[src/rtl/sample_voice_mixer.sv]
// sample_voice_mixer: polyphonic sample playback with time-multiplexed ROM fetch and saturating stereo mix.
module sample_voice_mixer #(
  parameter int NUM_VOICES = 4,
  parameter int SAMPLE_LEN = 4096,
  parameter int ADDR_W     = 16,
  parameter int DATA_W     = 16,
  parameter int ROM_LAT    = 2
) (
  input  logic                    clk,
  input  logic                    rst,
  input  logic [NUM_VOICES-1:0]   trigger,
  input  logic [NUM_VOICES-1:0]   loop_en,
  input  logic                    stop,
  input  logic                    audio_out_allowed,
  output logic                    write_audio_out,
  output logic [DATA_W-1:0]       left_out,
  output logic [DATA_W-1:0]       right_out,
  output logic [ADDR_W-1:0]       rom_addr,
  input  logic [2*DATA_W-1:0]     rom_q,
  output logic [NUM_VOICES-1:0]   active,
  output logic                    busy
);
  localparam int PW = $clog2(SAMPLE_LEN);
  localparam int VW = NUM_VOICES > 1 ? $clog2(NUM_VOICES) : 1;
  localparam int AW = DATA_W + $clog2(NUM_VOICES);
  localparam int KN = NUM_VOICES + ROM_LAT;
  localparam int KW = $clog2(KN + 1);
  localparam logic signed [AW-1:0] MX = {{(AW-DATA_W+1){1'b0}}, {(DATA_W-1){1'b1}}};
  localparam logic signed [AW-1:0] MN = ~MX;

  if (longint'(NUM_VOICES) * longint'(SAMPLE_LEN) > (longint'(1) << ADDR_W)) begin : g_chk
    $error("sample_voice_mixer: NUM_VOICES*SAMPLE_LEN exceeds ROM address space");
  end

  typedef enum logic [2:0] {IDLE, WAIT_ALLOWED, FETCH, OUTPUT, GAP} state_t;
  state_t state, state_n;

  logic [KW-1:0]          k;
  logic [PW-1:0]          pos [NUM_VOICES];
  logic [NUM_VOICES-1:0]  pend;
  logic signed [AW-1:0]   acc_l, acc_r, acc_l_n, acc_r_n;
  logic [VW-1:0]          vi, vj;
  logic                   take, apply, last;

  function automatic logic [DATA_W-1:0] sat(input logic signed [AW-1:0] a);
    return a > MX ? MX[DATA_W-1:0] : a < MN ? MN[DATA_W-1:0] : a[DATA_W-1:0];
  endfunction

  always_comb begin
    vi = VW'(k);
    vj = VW'(k - KW'(ROM_LAT));
    last = k == KW'(KN - 1);
    apply = state == WAIT_ALLOWED && audio_out_allowed;
    // data for voice k-ROM_LAT arrives now; silent voices contribute nothing
    take = state == FETCH && k >= KW'(ROM_LAT) && active[vj];
    acc_l_n = acc_l + (take ? AW'($signed(rom_q[2*DATA_W-1:DATA_W])) : '0);
    acc_r_n = acc_r + (take ? AW'($signed(rom_q[DATA_W-1:0])) : '0);
    rom_addr = (state == FETCH && k < KW'(NUM_VOICES)) ? ADDR_W'({vi, pos[vi]}) : '0;
    write_audio_out = state == OUTPUT && !stop;
    busy = state != IDLE;
    state_n = state;
    if (stop) state_n = IDLE;
    else
      case (state)
        IDLE:         state_n = (|pend || |trigger) ? WAIT_ALLOWED : IDLE;
        WAIT_ALLOWED: state_n = audio_out_allowed ? FETCH : WAIT_ALLOWED;
        FETCH:        state_n = last ? OUTPUT : FETCH;
        OUTPUT:       state_n = GAP;
        GAP:          state_n = (|active || |pend || |trigger) ? WAIT_ALLOWED : IDLE;
        default:      state_n = IDLE;
      endcase
  end

  always_ff @(posedge clk or negedge rst) begin
    if (!rst) begin
      state <= IDLE;
      k <= '0;
      acc_l <= '0;
      acc_r <= '0;
      left_out <= '0;
      right_out <= '0;
      active <= '0;
      pend <= '0;
      for (int v = 0; v < NUM_VOICES; v++) pos[v] <= '0;
    end else begin
      state <= state_n;
      k <= state == FETCH ? k + 1'b1 : '0;
      acc_l <= state == FETCH ? acc_l_n : '0;
      acc_r <= state == FETCH ? acc_r_n : '0;
      if (state_n == IDLE) begin
        left_out <= '0;
        right_out <= '0;
      end else if (state == FETCH && last) begin
        left_out <= sat(acc_l_n);
        right_out <= sat(acc_r_n);
      end
      for (int v = 0; v < NUM_VOICES; v++) begin
        if (stop) begin
          active[v] <= 1'b0;
          pend[v] <= 1'b0;
        end else if (apply) begin
          if (pend[v] || trigger[v]) begin
            pos[v] <= '0;
            active[v] <= 1'b1;
          end
          pend[v] <= 1'b0;
        end else begin
          pend[v] <= pend[v] | trigger[v];
          if (state == OUTPUT && active[v]) begin
            if (pos[v] != PW'(SAMPLE_LEN - 1)) pos[v] <= pos[v] + 1'b1;
            else if (loop_en[v]) pos[v] <= '0;
            else active[v] <= 1'b0;
          end
        end
      end
    end
  end
endmodule

[config.mk]
export PLATFORM = sky130hd
export DESIGN_NAME = sample_voice_mixer
export DESIGN_NICKNAME = d
export VERILOG_FILES = /design/src/rtl/sample_voice_mixer.sv
export SDC_FILE = /design/constraint.sdc
export NUM_CORES = 1
export LEC_CHECK = 0
export CELL_PAD_IN_SITES_DETAIL_PLACEMENT = 1
export CELL_PAD_IN_SITES_GLOBAL_PLACEMENT = 1
export CORE_MARGIN = 4
export CORE_UTILIZATION = 39
export CTS_CLUSTER_DIAMETER = 50
export DETAILED_ROUTE_END_ITERATION = 16
export PLACE_DENSITY = 0.87
export SLEW_MARGIN = 10
export SYNTH_ARGS = -nofsm -noshare
export SYNTH_HDL_FRONTEND = slang
export SYNTH_SLANG_ARGS = --single-unit
[constraint.sdc]
create_clock -name clk -period 3.85 [get_ports clk]
set_input_delay 0.5775 -clock clk [delete_from_list [all_inputs] [get_ports clk]]
set_output_delay 0.5775 -clock clk [all_outputs]
set_load 0.05 [all_outputs]
; Word level (Yosys, flattened, before mapping)
; Cells that the tools add are included.
[op_classes]
reduce_logical = 45
add_sub_neg = 8
magnitude_cmp = 8
eq_ne = 25
muxes = 77
n_bitwise = 6
[ops]
columns = op, count
row1 = 12-bit 2-to-1 mux, 22
row2 = 16-bit 2-to-1 mux, 8
row3 = 18-bit 2-to-1 mux, 4
row4 = 12-bit by 1-bit adder with 12-bit output (second input constant), 4
row5 = 12-bit inequality test (second input constant), 4
row6 = 18-bit adder, 2
row7 = 18-bit by 16-bit > comparator with 1-bit output (second input constant), 2
row8 = 18-bit by 16-bit less-than comparator with 1-bit output (second input constant), 2
row9 = 1-bit 2-to-1 mux, 36
row10 = 4-bit AND reduction, 8
row11 = 3-bit nonzero test, 9
row12 = 12-bit binary-select mux with 2-bit select, 1
row13 = 3-bit case mux with 5 select lines, 1
row14 = 14-bit 2-to-1 mux, 1
row15 = 3-bit by 1-bit inequality test with 1-bit output (second input constant), 4
row16 = 3-bit by 2-bit inequality test with 1-bit output (second input constant), 4
row17 = 3-bit inequality test (second input constant), 4
row18 = 4-bit OR reduction, 3
row19 = 1-bit logical AND, 10
row20 = 2-bit nonzero test, 5
row21 = 2-bit by 1-bit inequality test with 1-bit output (second input constant), 4
row22 = 1-bit logical OR, 7
row23 = 3-bit by 2-bit == test with 1-bit output (second input constant), 2
row24 = 3-bit == test (second input constant), 2
row25 = 15 further kinds, 20
[totals]
output_inout_bits = 54
inputBits = 44
register_bits = 130
elab_cells = 184

; Depth between registers and ports, before layout
[logic_depth]
word_depth = 11
ltp_mapped = 17

; Worst setup path before layout
; Ideal clock, no wire load.
[synth_path]
kind = reg2reg
start = register active[1]
end = register left_out[11]
setup_slack_ns = 0.175
required_ns = 3.721
setup_time_ns = 0.129
synth_period_minus_slack_ns = 3.675
stages_incl_launch_ff = 17
t_arrival_ns = 3.547
path_cell_list = dfrtp_1 > mux2i_1 > o22ai_2 > clkbuf_1 > clkbuf_1 > and3_1 > ha_1 > buf_2 > and4_1 > nor3b_2 > a21oi_1 > o21ba_4 > o21ai_4 > xnor2_2 > buf_2 > nor3_1 > a2111o_1
[synth_via]
elab_chain_len = 10
elab_cells_between_ends = 19
classes_between = add/sub: 1 / order compare: 2 / mux: 10 / reduce/logical: 6
[synth_rtl]
columns = item, line_no
row1 = start: declaration, 20  ; output logic [NUM_VOICES-1:0] active,
row2 = start signal: assignment, 82  ; active <= '0;
row3 = start signal: indexed assignment, 99  ; active[v] <= 1'b0;
row4 = start signal: indexed assignment, 104  ; active[v] <= 1'b1;
row5 = 1-bit binary-select mux with 2-bit select, 55  ; take = state == FETCH && k >= KW'(ROM_LAT) && active[vj];
row6 = 1-bit 2-to-1 mux (not written as such), 55
row7 = 1-bit logical AND, 55
row8 = 18-bit 2-to-1 mux, 56  ; acc_l_n = acc_l + (take ? AW'($signed(rom_q[2*DATA_W-1:DATA_W])) : '0);
row9 = 18-bit adder, 56
row10 = 18-bit by 16-bit less-than comparator with 1-bit output, 46  ; return a > MX ? MX[DATA_W-1:0] : a < MN ? MN[DATA_W-1:0] : a[DATA_W-1:0];
row11 = 16-bit 2-to-1 mux (2 in series), 46
row12 = 16-bit 2-to-1 mux, 93  ; end else if (state == FETCH && last) begin
row13 = 16-bit 2-to-1 mux, 90  ; if (state_n == IDLE) begin
row14 = end signal: assignment, 94  ; left_out <= sat(acc_l_n);
row15 = end: declaration, 16  ; output logic [DATA_W-1:0] left_out,
; Parallel ways exist; a longest one is shown, timed or not. The select of a mux whose other input is x is not followed.
; A chain may end at the register's enable or synchronous reset.

; Worst setup path after layout
[layout_path]
start = register state[0]
end = register left_out[14]
[layout_via]
elab_chain_len = 10
elab_cells_between_ends = 20
classes_between = add/sub: 1 / order compare: 2 / eq/ne: 4 / mux: 7 / reduce/logical: 6
[layout_rtl]
columns = item, line_no
row1 = start: declaration, 36  ; state_t state, state_n;
row2 = start signal: assignment, 86  ; state <= state_n;
row3 = 3-bit by 2-bit == test with 1-bit output, "55, 64, 93"
row4 = 1-bit logical AND (2 in series), 55
row5 = 18-bit 2-to-1 mux, 56
row6 = 18-bit adder, 56
row7 = 18-bit by 16-bit less-than comparator with 1-bit output, 46
row8 = 16-bit 2-to-1 mux (2 in series), 46
row9 = 16-bit 2-to-1 mux, 93
row10 = 16-bit 2-to-1 mux, 90
; Parallel ways exist; a longest one is shown, timed or not. The select of a mux whose other input is x is not followed.

==> metrics.txt <==
layout cells sized above 1=11.18%; H-tree depth=4; type of origin of the critical path=flip-flop; number of distinct standard cells referenced by the synthesized netlist=78; Synth Register Bits=130; Vias per Instance=5.995; setup clock skew after layout=9.437 ps; final worst-path setup slack=71.93 ps; Ys Warns=0; Wirelength per Cell=20.97 um; largest net degree at the start of global routing=90; number of global-route vias before repair=8458; Final ANT Viol Nets=0; non-filler instance count after layout=1339; number of sinks driven by the clock tree=130; R2R setup slack=70 ps; mean instance size in the synthesized netlist=8.980 um^2; most common flop cell mapped by yosys=sky130_fd_sc_hd__dfrtp_1; register area share after synthesis=38.25%; area enclosed by the die boundary=24230 um^2; number of failing hold endpoints at the final stage=0; worst-case setup slack after placement=39.19 ps; total via count after detailed routing=8027; Max-Cap Viols=0; Area Growth Syn to Fin=24.05%; unrepaired setup endpoints after global routing=yes; Synth Cell Area=8504 um^2; largest vdd supply drop=0.2681 mV; antenna diode instance count=0; leakage power figure=4.515 nW; routed wire length=28.07 mm; footprint of the multi-input gates=5021 um^2; starting utilization of the core area=40.08%; worst setup path startpoint=state[0]; Finished Cell Area=10550 um^2; launch instance of the worst register-to-register path=state[0]; maximum number of buffers from clock root to sink=2; placed cell areas=9827 um^2; Cells after Synth=947; overall power consumption=3.520 mW; Clk Tree Root Cell=sky130_fd_sc_hd__clkbuf_16; total congestion overflow after global routing=0; TritonCTS clock tree=built; count of buffers inserted at the top-level ports=95; Worst Path Class, Setup=flip-flop to flip-flop; data arrival time of the worst path=4030 ps; Final min period=3778 ps; routability congestion estimate from global placement=0.9100; fillcell total=2485; Post-synth EDFFs=0; Layout Nets=1137; die width=155.7 um; highest fanout seen on the critical path=11; number of DRC violations after detailed routing=0; final critical-path share of the clock period=98.13%; worst slew slack as a fraction of its limit=27.58%; required time reported for the critical path endpoint=4100 ps; Worst Tran Pin Value=1077 ps; clock-pin slew reported for the worst setup and hold paths after clock tree synthesis=60 ps; footprint of the flip-flops and latches=3254 um^2; path type of the worst min-delay path=input pin to async pin; number of clock buffers inserted by TritonCTS=17; clock network latency to the later pin of the worst-skew pair=420 ps; Tot GR Track Use=23.30%; Post-DP HPWL=20.18 mm; fin. max-slew vios=0; power density relative to cell area=333.7 nW/um^2; number of placed instances with taps included=1300; core area=21220 um^2; setup-violating endpoint count in the final report=0; status=finished clean; cell row count=53; number of antenna violations at the first check in global routing=2; proportion of synthesized flip-flops having asynchronous set or reset=100.0%; first-pass GRT wire length=45.24 mm; CP endpoint kind=flip-flop; Initial DRT Pass Iterations=6; number of DRC violations after detailed-routing iteration 0=516; count of pins on the block boundary=98; die span in y=155.7 um; Max Clk Rate=264.7 MHz
## critical path, stage by stage (launching register included)
cell and delay, ps:
sky130_fd_sc_hd__dfrtp_1 420, sky130_fd_sc_hd__nand2b_1 220, sky130_fd_sc_hd__nor2_4 190, sky130_fd_sc_hd__buf_4 230
sky130_fd_sc_hd__and3_1 200, sky130_fd_sc_hd__ha_1 210, sky130_fd_sc_hd__inv_1 80, sky130_fd_sc_hd__fa_1 410
sky130_fd_sc_hd__nor2b_1 220, sky130_fd_sc_hd__o31ai_1 120, sky130_fd_sc_hd__buf_4 150, sky130_fd_sc_hd__a21oi_1 180
sky130_fd_sc_hd__o21ai_0 150, sky130_fd_sc_hd__xor2_1 360, sky130_fd_sc_hd__a2bb2oi_2 250, sky130_fd_sc_hd__o221ai_1 210
## kinds of logic (layout without fill, tap and decap cells)
group,Yosys count,after routing,synth area share [%]
DFF,130,130,38.25
AOI/OAI and AO/OA,264,264,20.67
adders and majority gates,42,42,6.356
muxes,17,17,3.810
and+or+nand+nor,374,374,22.01
buffers and inverters,73,189,3.766
other,1,2,0.04409
xor gates and xnor gates,46,46,5.091
## layout by cell type (no fill, tap or decap), drive strengths merged, types with 13 or more instances in the layout
cell           count
a211oi            15
a21oi             57
and2              13
and3              47
buf               38
clkbuf            24
clkdlybuf4s50     94
dfrtp            130
ha                40
inv               25
nand2             77
nand2b            16
nand3             25
nand4             13
nor2             109
nor2b             20
nor3              18
o211ai            21
o21ai             81
or3               13
xnor2             20
xor2              26
## stage by stage
step | hold WS [ps] | utilization [%] | TNS (ps)
finish | 233.6 | 49.72 | 0
global route | 303.3 | 49.72 | -170.5
CTS | 275.3 | 49.03 | 0
detailed placement | 496.8 | 46.31 | 0
global placement | 484.9 | 46.31 | 0
floorplan | 281.9 | - | 0
## cell type report
type / count / area share (%)
Timing Repair Buffer: 132 / 11.93
Tap cell: 275 / 3.261
Multi-Input combinational cell: 745 / 47.59
Clock buffer: 24 / 4.756
Clock inverter: 8 / 0.7234
Inverter: 25 / 0.8895
Sequential cell: 130 / 30.85
## layer usage
metal	part of all wire (%)	GRT usage, %	up-vias
met2	50	39.05	250
met4	2.5	8.754	4
met1	42	30.07	4052
li1	-	-	3668
met3	5.8	4.383	53
met5	0.096	0	-
## where the power goes
part,switching (mW),internal [mW],total [mW]
clock network,0.625,0.972,1.60
registers,0.0962,1.43,1.53
logic,0.230,0.165,0.396
total,0.952,2.57,3.52
## synth_stat cells (all sizes together) (5+ instances only)
cell | count | share of area, %
dfrtp | 130 | 38
nor2 | 109 | 4.8
o21ai | 81 | 4.9
nand2 | 77 | 3.5
a21oi | 57 | 3.4
and3 | 47 | 3.5
ha | 40 | 5.9
clkbuf | 28 | 1.2
xor2 | 26 | 2.8
inv | 25 | 1.1
nand3 | 25 | 1.5
o211ai | 21 | 1.9
buf | 20 | 1.4
nor2b | 20 | 1.5
xnor2 | 20 | 2.3
nor3 | 18 | 1.2
nand2b | 16 | 1.2
a211oi | 15 | 1.3
and2 | 13 | 0.99
nand4 | 13 | 0.96
or3 | 13 | 0.96
mux4 | 12 | 3.2
o22ai | 11 | 0.88
o31ai | 11 | 1.1
a22oi | 10 | 0.88
a221o | 8 | 0.94
or2 | 7 | 0.52
a21o | 5 | 0.44
mux2i | 5 | 0.63
nor3b | 5 | 0.50
nor4 | 5 | 0.44
o221ai | 5 | 0.51
## registers in the layout (all words and copies together) (netlist names)
signal / count
k: 3
acc_l: 18
right_out: 16
active: 4
state: 3
left_out: 16
acc_r: 18
pend: 4
pos: 48
## path summary, 6_finish.rpt
check                           endpoint  cells after the start
setup / recovery            left_out[14]                     15
hold / removal                 acc_r[12]                      1
setup reg to reg            left_out[14]                     15
hold reg to reg            right_out[11]                      2
max in group asynchronous      active[2]                      2
min in group clk           right_out[11]                      2
## timing repair
action                                  CTS  global route
endpoints found under the setup margin    0            28
hold endpoints to repair                  0             0
buffers inserted                          0             7
resized for setup                         0            15
hold buffers                              0             0
Note: power is estimated with default switching activity, not from simulation.
